--- src/rtl/conv14x14_map_writer.sv ---
// conv14x14_map_writer: raster scan sequencer and result collector for the
// 14x14 convolution stage. Issues pixel indices 0..PixCount-1 to the 5x5
// window datapath and writes each returned product into a packed output map.
//
// Ports:
//   clk       - clock, all logic on the rising edge
//   rst_n     - synchronous active-low reset
//   start     - begin one map scan (sampled only in IDLE, ignored while done)
//   dp_state  - raster pixel index driven to the datapath (upper bits zero)
//   dp_out    - datapath result for the index issued Lat cycles earlier
//   fmap      - output map, pixel k at fmap[k*IntSize +: IntSize]
//   busy      - high from the first issue cycle through the last capture cycle
//   done      - one-cycle pulse after the last pixel has been captured
//
// Build option: define CONV_RELU_EN to clamp negative (signed) results to 0
// before they are written; otherwise results are written raw.

module conv14x14_map_writer #(
   parameter int unsigned IntSize  = 8,
   parameter int unsigned PixCount = 196,
   parameter int unsigned Lat      = 0
) (
   input  logic                        clk,
   input  logic                        rst_n,
   input  logic                        start,
   output logic [20:0]                 dp_state,
   input  logic [IntSize-1:0]          dp_out,
   output logic [PixCount*IntSize-1:0] fmap,
   output logic                        busy,
   output logic                        done
);

   localparam int unsigned IdxW = $clog2(PixCount);
   localparam int unsigned CntW = 2;
   localparam logic [IdxW-1:0] LastIdx = IdxW'(PixCount - 1);

   typedef enum logic [1:0] {
      IDLE  = 2'd0,
      ISSUE = 2'd1,
      DRAIN = 2'd2
   } state_t;

   state_t                           state;
   state_t                           state_nx;
   logic [IdxW-1:0]                  idx;
   logic [IdxW-1:0]                  idx_nx;
   logic [CntW-1:0]                  drain;
   logic [CntW-1:0]                  drain_nx;
   logic                             busy_nx;
   logic                             done_nx;
   logic                             issue_vld;
   logic                             cap_vld;
   logic [IdxW-1:0]                  cap_idx;
   logic [IntSize-1:0]               wdata;
   logic [PixCount-1:0][IntSize-1:0] map_q;

   // State and registered outputs
   always_ff @(posedge clk) begin
      if (!rst_n) begin
         state <= IDLE;
         idx   <= '0;
         drain <= '0;
         busy  <= 1'b0;
         done  <= 1'b0;
      end else begin
         state <= state_nx;
         idx   <= idx_nx;
         drain <= drain_nx;
         busy  <= busy_nx;
         done  <= done_nx;
      end
   end

   // Next state: start is refused while the done pulse is still visible,
   // so back-to-back scans are spaced by at least one idle cycle.
   always_comb begin
      state_nx = state;
      idx_nx   = idx;
      drain_nx = drain;
      done_nx  = 1'b0;
      case (state)
         IDLE: begin
            if (start && !done) begin
               state_nx = ISSUE;
               idx_nx   = '0;
            end
         end
         ISSUE: begin
            if (idx == LastIdx) begin
               if (Lat == 0) begin
                  state_nx = IDLE;
                  done_nx  = 1'b1;
               end else begin
                  state_nx = DRAIN;
                  drain_nx = CntW'(Lat - 1);
               end
            end else begin
               idx_nx = idx + IdxW'(1);
            end
         end
         DRAIN: begin
            if (drain == '0) begin
               state_nx = IDLE;
               done_nx  = 1'b1;
            end else begin
               drain_nx = drain - CntW'(1);
            end
         end
         default: begin
            state_nx = IDLE;
         end
      endcase
      busy_nx = (state_nx != IDLE);
   end

   assign dp_state  = 21'(idx);
   assign issue_vld = (state == ISSUE);

   // Capture pipeline: valid bit and index travel alongside the datapath
   // so the write slot always matches the result arriving on dp_out.
   if (Lat == 0) begin : g_nopipe
      assign cap_vld = issue_vld;
      assign cap_idx = idx;
   end else begin : g_pipe
      logic [Lat-1:0]      vld_sr;
      logic [Lat*IdxW-1:0] idx_sr;

      always_ff @(posedge clk) begin
         if (!rst_n) begin
            vld_sr <= '0;
            idx_sr <= '0;
         end else begin
            vld_sr <= Lat'({vld_sr, issue_vld});
            idx_sr <= (Lat*IdxW)'({idx_sr, idx});
         end
      end

      assign cap_vld = vld_sr[Lat-1];
      assign cap_idx = idx_sr[Lat*IdxW-1 -: IdxW];
   end

   // Write-data shaping
   always_comb begin
      wdata = dp_out;
`ifdef CONV_RELU_EN
      if (dp_out[IntSize-1]) begin
         wdata = '0;
      end
`endif
   end

   // Output map; only reset clears it, a new scan overwrites slot by slot
   always_ff @(posedge clk) begin
      if (!rst_n) begin
         map_q <= '0;
      end else if (cap_vld) begin
         map_q[cap_idx] <= wdata;
      end
   end

   assign fmap = map_q;

endmodule
--- config.mk ---
export PLATFORM = sky130hd
export DESIGN_NAME = conv14x14_map_writer
export DESIGN_NICKNAME = d
export VERILOG_FILES = /design/src/rtl/conv14x14_map_writer.sv
export SDC_FILE = /design/constraint.sdc
export NUM_CORES = 2
export LEC_CHECK = 0
export ABC_AREA = 1
export CORE_AREA = 5 5 625 627
export CTS_CLUSTER_DIAMETER = 120
export DETAILED_ROUTE_END_ITERATION = 6
export DIE_AREA = 0 0 630 632
export SLEW_MARGIN = 15
export SYNTH_ARGS = -nofsm -noshare
export SYNTH_HDL_FRONTEND = slang
export SYNTH_SLANG_ARGS = --single-unit
--- constraint.sdc ---
create_clock -name clk -period 1.83 [get_ports clk]
set_clock_uncertainty 0.15 [all_clocks]
set_input_delay 0.366 -clock clk [delete_from_list [all_inputs] [get_ports clk]]
set_output_delay 0.366 -clock clk [all_outputs]
set_load 0.01 [all_outputs]
==> impl_metrics.env <==
export IMPL_min_from="fmap[419]"
export IMPL_dieArea_sq_um=398000
export IMPL_place_inst=14200
export IMPL_fp_dieW_um=630
export IMPL_setup_slack_ns=-0.377
export IMPL_reg2reg_from="cap_idx[0]"
export IMPL_achievable_frequency_mhz=453
export IMPL_port_buffers=1588
export IMPL_synth_edff_count=0
export IMPL_clockRootBuffer="sky130_fd_sc_hd__clkbuf_16"
export IMPL_drt_pass1_iter_count=6
export IMPL_commonest_register_cell_after_synthesis="sky130_fd_sc_hd__dfxtp_1"
export IMPL_grt_ovfl_total=0
export IMPL_post_synth_instance_area_sq_um=55200
export IMPL_start_kind="flip-flop"
export IMPL_worstMarginPinSlew_ns=0.504
export IMPL_netlist_top_cells_count="sky130_fd_sc_hd__nor2_1, sky130_fd_sc_hd__dfxtp_1, sky130_fd_sc_hd__o21ai_0"
export IMPL_clockBufferDepth=4
export IMPL_crit_path_end_kind="flip-flop"
export IMPL_chipHeight_um=632
export IMPL_tritoncts="done"
export IMPL_final_period_utilization_pct=121
export IMPL_maxCapViolations=0
export IMPL_post_route_cells_drive_above_1_share_pct=20.1
export IMPL_coreArea_sq_um=384000
export IMPL_synthesized_area_divided_by_synthesized_cell_count_sq_um=7.62
export IMPL_netlist_instances=7248
export IMPL_synth_seq_cells=1582
export IMPL_slew_violations=0
export IMPL_hp_class="flip-flop to flip-flop"
export IMPL_setup_worst_path_start="cap_idx[0]"
export IMPL_vias=57400
export IMPL_cts_clk_slew_worst_paths_ns=0.06
export IMPL_routed_wirelength_normalized_by_instance_count_um=21.6
export IMPL_crit_fanout=8
export IMPL_ys_top_cells_by_area="sky130_fd_sc_hd__dfxtp_1, sky130_fd_sc_hd__nor2_1, sky130_fd_sc_hd__o21ai_0"
export IMPL_synth_largest_area_cell="sky130_fd_sc_hd__dfxtp_1"
export IMPL_unrepaired_setup_endpoints_after_global_routing="yes"
export IMPL_syn2layout_area_growth_pct=67.3
export IMPL_violations="negative setup slack"
export IMPL_clock_insertion_delay_worst_skew_ns=0.85
export IMPL_rows=228
export IMPL_nNetsFinal=9460
export IMPL_yosys_cell_count_top_type="sky130_fd_sc_hd__nor2_1"
export IMPL_number_of_buffers_created_by_cts=181
export IMPL_place_gp_congestion=0.876
export IMPL_finalNonFillerCells=14700
export IMPL_max_vdd_ir_drop_uv=708
export IMPL_finalSetupViolCount=2997
export IMPL_yosys_warnings=0
export IMPL_top_level_ports=1602
export IMPL_grt_max_degree=139
export IMPL_drc_errors=0
export IMPL_drt_wl_total_mm=316
export IMPL_outcome="complete, but fails checks"
export IMPL_setup_worst_path_class="flip-flop to flip-flop"
export IMPL_global_route_wire_length_before_repair_mm=429
export IMPL_drt_iter0_markers=4228
export IMPL_synthArstFlopShare_pct=0
export IMPL_ant_nets=0
export IMPL_grt_total_usage_pct=14.9
export IMPL_worst_endpoint_arrival_ns=2.79
export IMPL_relSlewSlack_pct=66.4
export IMPL_clock_sinks=1582
export IMPL_synth_yosys_seq_area_share_pct=57.3
export IMPL_netlist_area_leader_share_pct=57.3
export IMPL_antenna_found_initial=20
export IMPL_h_tree_depth_reported_by_cts=4
export IMPL_num_fill_cells=42200
export IMPL_first_global_vias=53800
export IMPL_required_ns=2.41
export IMPL_yosysUniqueCellTypes=18
export IMPL_power_density_nw_per_um2=824
export IMPL_initial_core_utilization_pct=14.4
export IMPL_hpwl_mm=244
export IMPL_finalHoldViolCount=0
export IMPL_p_leak_nw=42.6
export IMPL_number_of_vias_per_cell=3.92
export IMPL_period_needed_ns=2.21
export IMPL_worst_hold_slack_ns=0.317
## cell families after synthesis
group,count (synthesis),share of synthesized area (%)
AND/OR/NAND/NOR,3441,23.7
AO/OA/AOI/OAI,1588,14.4
flip-flops,1582,57.3
buffers and inverters,627,4.38
adder cells (fa/ha/maj),9,0.204
other,1,0.00679
## repair_timing
| item | CTS | global route |
|---|---|---|
| gates resized for setup | 3221 | 346 |
| setup endpoints to repair | 3151 | 3156 |
| hold buffers | 9 | 0 |
| pin swaps | 50 | 64 |
| hold endpoints to repair | 611 | 0 |
| cloned | 5 | 1 |
| setup buffers | 35 | 33 |
## worst max-delay path, stage by stage, from the launching register on
cell	delay [ns]
sky130_fd_sc_hd__dfxtp_4	0.40
sky130_fd_sc_hd__buf_12	0.11
sky130_fd_sc_hd__ha_4	0.13
sky130_fd_sc_hd__nand2_4	0.09
sky130_fd_sc_hd__nor2_4	0.14
sky130_fd_sc_hd__buf_12	0.16
sky130_fd_sc_hd__inv_4	0.05
sky130_fd_sc_hd__buf_12	0.15
sky130_fd_sc_hd__nor2_4	0.16
sky130_fd_sc_hd__clkinvlp_4	0.27
sky130_fd_sc_hd__nor2_1	0.18
sky130_fd_sc_hd__nor2_1	0.05
## metal layers
metal | GRT usage [%] | wire length [um]
met2 | 25.0 | 149000
met5 | 0 | 0
met3 | 3.52 | 23900
met4 | 7.57 | 17900
met1 | 17.8 | 125000
## stage by stage
step           util [%]  TNS [ns]  worst slack [ns]  total power [W]  instance area (sq um)
3_3_place_gp       22.0   -488.04            -0.750           0.0383                  84500
6_report           24.0   -464.03            -0.377           0.0762                  92400
3_5_place_dp       22.0   -530.47            -0.810           0.0383                  84500
4_1_cts            23.7   -724.82            -0.399           0.0769                  91200
5_1_grt            24.0   -795.59            -0.471           0.0786                  92400
2_1_floorplan         -    -20.78           -0.0868           0.0366                  55500
## flip-flops by register name, indices dropped and copies added (netlist names)
register,flops
drain,2
busy,1
state,2
done,1
fmap,1568
cap_idx,8
## final timing paths
check | slack (ns) | endpoint | cells past startpoint
max | -0.38 | fmap[11] | 11
min | 0.32 | fmap[419] | 2
max reg2reg | -0.38 | fmap[11] | 11
min reg2reg | 0.32 | fmap[419] | 2
## power breakdown
group | switching, W | internal, W
logic | 0.00218 | 0.00104
clock network | 0.0158 | 0.0227
registers | 0.0000293 | 0.0344
total | 0.0180 | 0.0581
## cell usage in the layout (no fill, tap or decap), types with 11 or more instances in the layout
cell                            count
sky130_fd_sc_hd__dfxtp_2          154
sky130_fd_sc_hd__buf_6            279
sky130_fd_sc_hd__clkbuf_16        183
sky130_fd_sc_hd__buf_8             19
sky130_fd_sc_hd__nor2_2            53
sky130_fd_sc_hd__conb_1            13
sky130_fd_sc_hd__inv_1            122
sky130_fd_sc_hd__dfxtp_4           69
sky130_fd_sc_hd__inv_4             26
sky130_fd_sc_hd__inv_2             67
sky130_fd_sc_hd__nand2_2           24
sky130_fd_sc_hd__o21ai_2           43
sky130_fd_sc_hd__dfxtp_1         1359
sky130_fd_sc_hd__buf_12           249
sky130_fd_sc_hd__bufinv_16         17
sky130_fd_sc_hd__inv_6             12
sky130_fd_sc_hd__clkinvlp_4        25
sky130_fd_sc_hd__nand2_8           17
sky130_fd_sc_hd__nor2_4            70
sky130_fd_sc_hd__nand2_1          110
sky130_fd_sc_hd__o21ai_0         1443
sky130_fd_sc_hd__nor2_1          3123
sky130_fd_sc_hd__buf_4            474
sky130_fd_sc_hd__a21oi_1           11
sky130_fd_sc_hd__nand2_4           31
sky130_fd_sc_hd__dlygate4sd2_1   1331
sky130_fd_sc_hd__clkbuf_8          46
sky130_fd_sc_hd__clkinv_2          31
sky130_fd_sc_hd__clkbuf_1          31
sky130_fd_sc_hd__o21ai_1           89
## cell type report
cell class	count	area [sq um]	area share (%)
Antenna cell	9	22.5	0.0244
Clock buffer	259	5320	5.75
Multi-Input combinational cell	5051	22500	24.4
Tap cell	5060	6330	6.85
Clock inverter	69	977	1.06
Inverter	251	1180	1.28
Sequential cell	1582	32100	34.8
Timing Repair Buffer	2373	23900	25.9
Power figures use the tool's default switching activity.
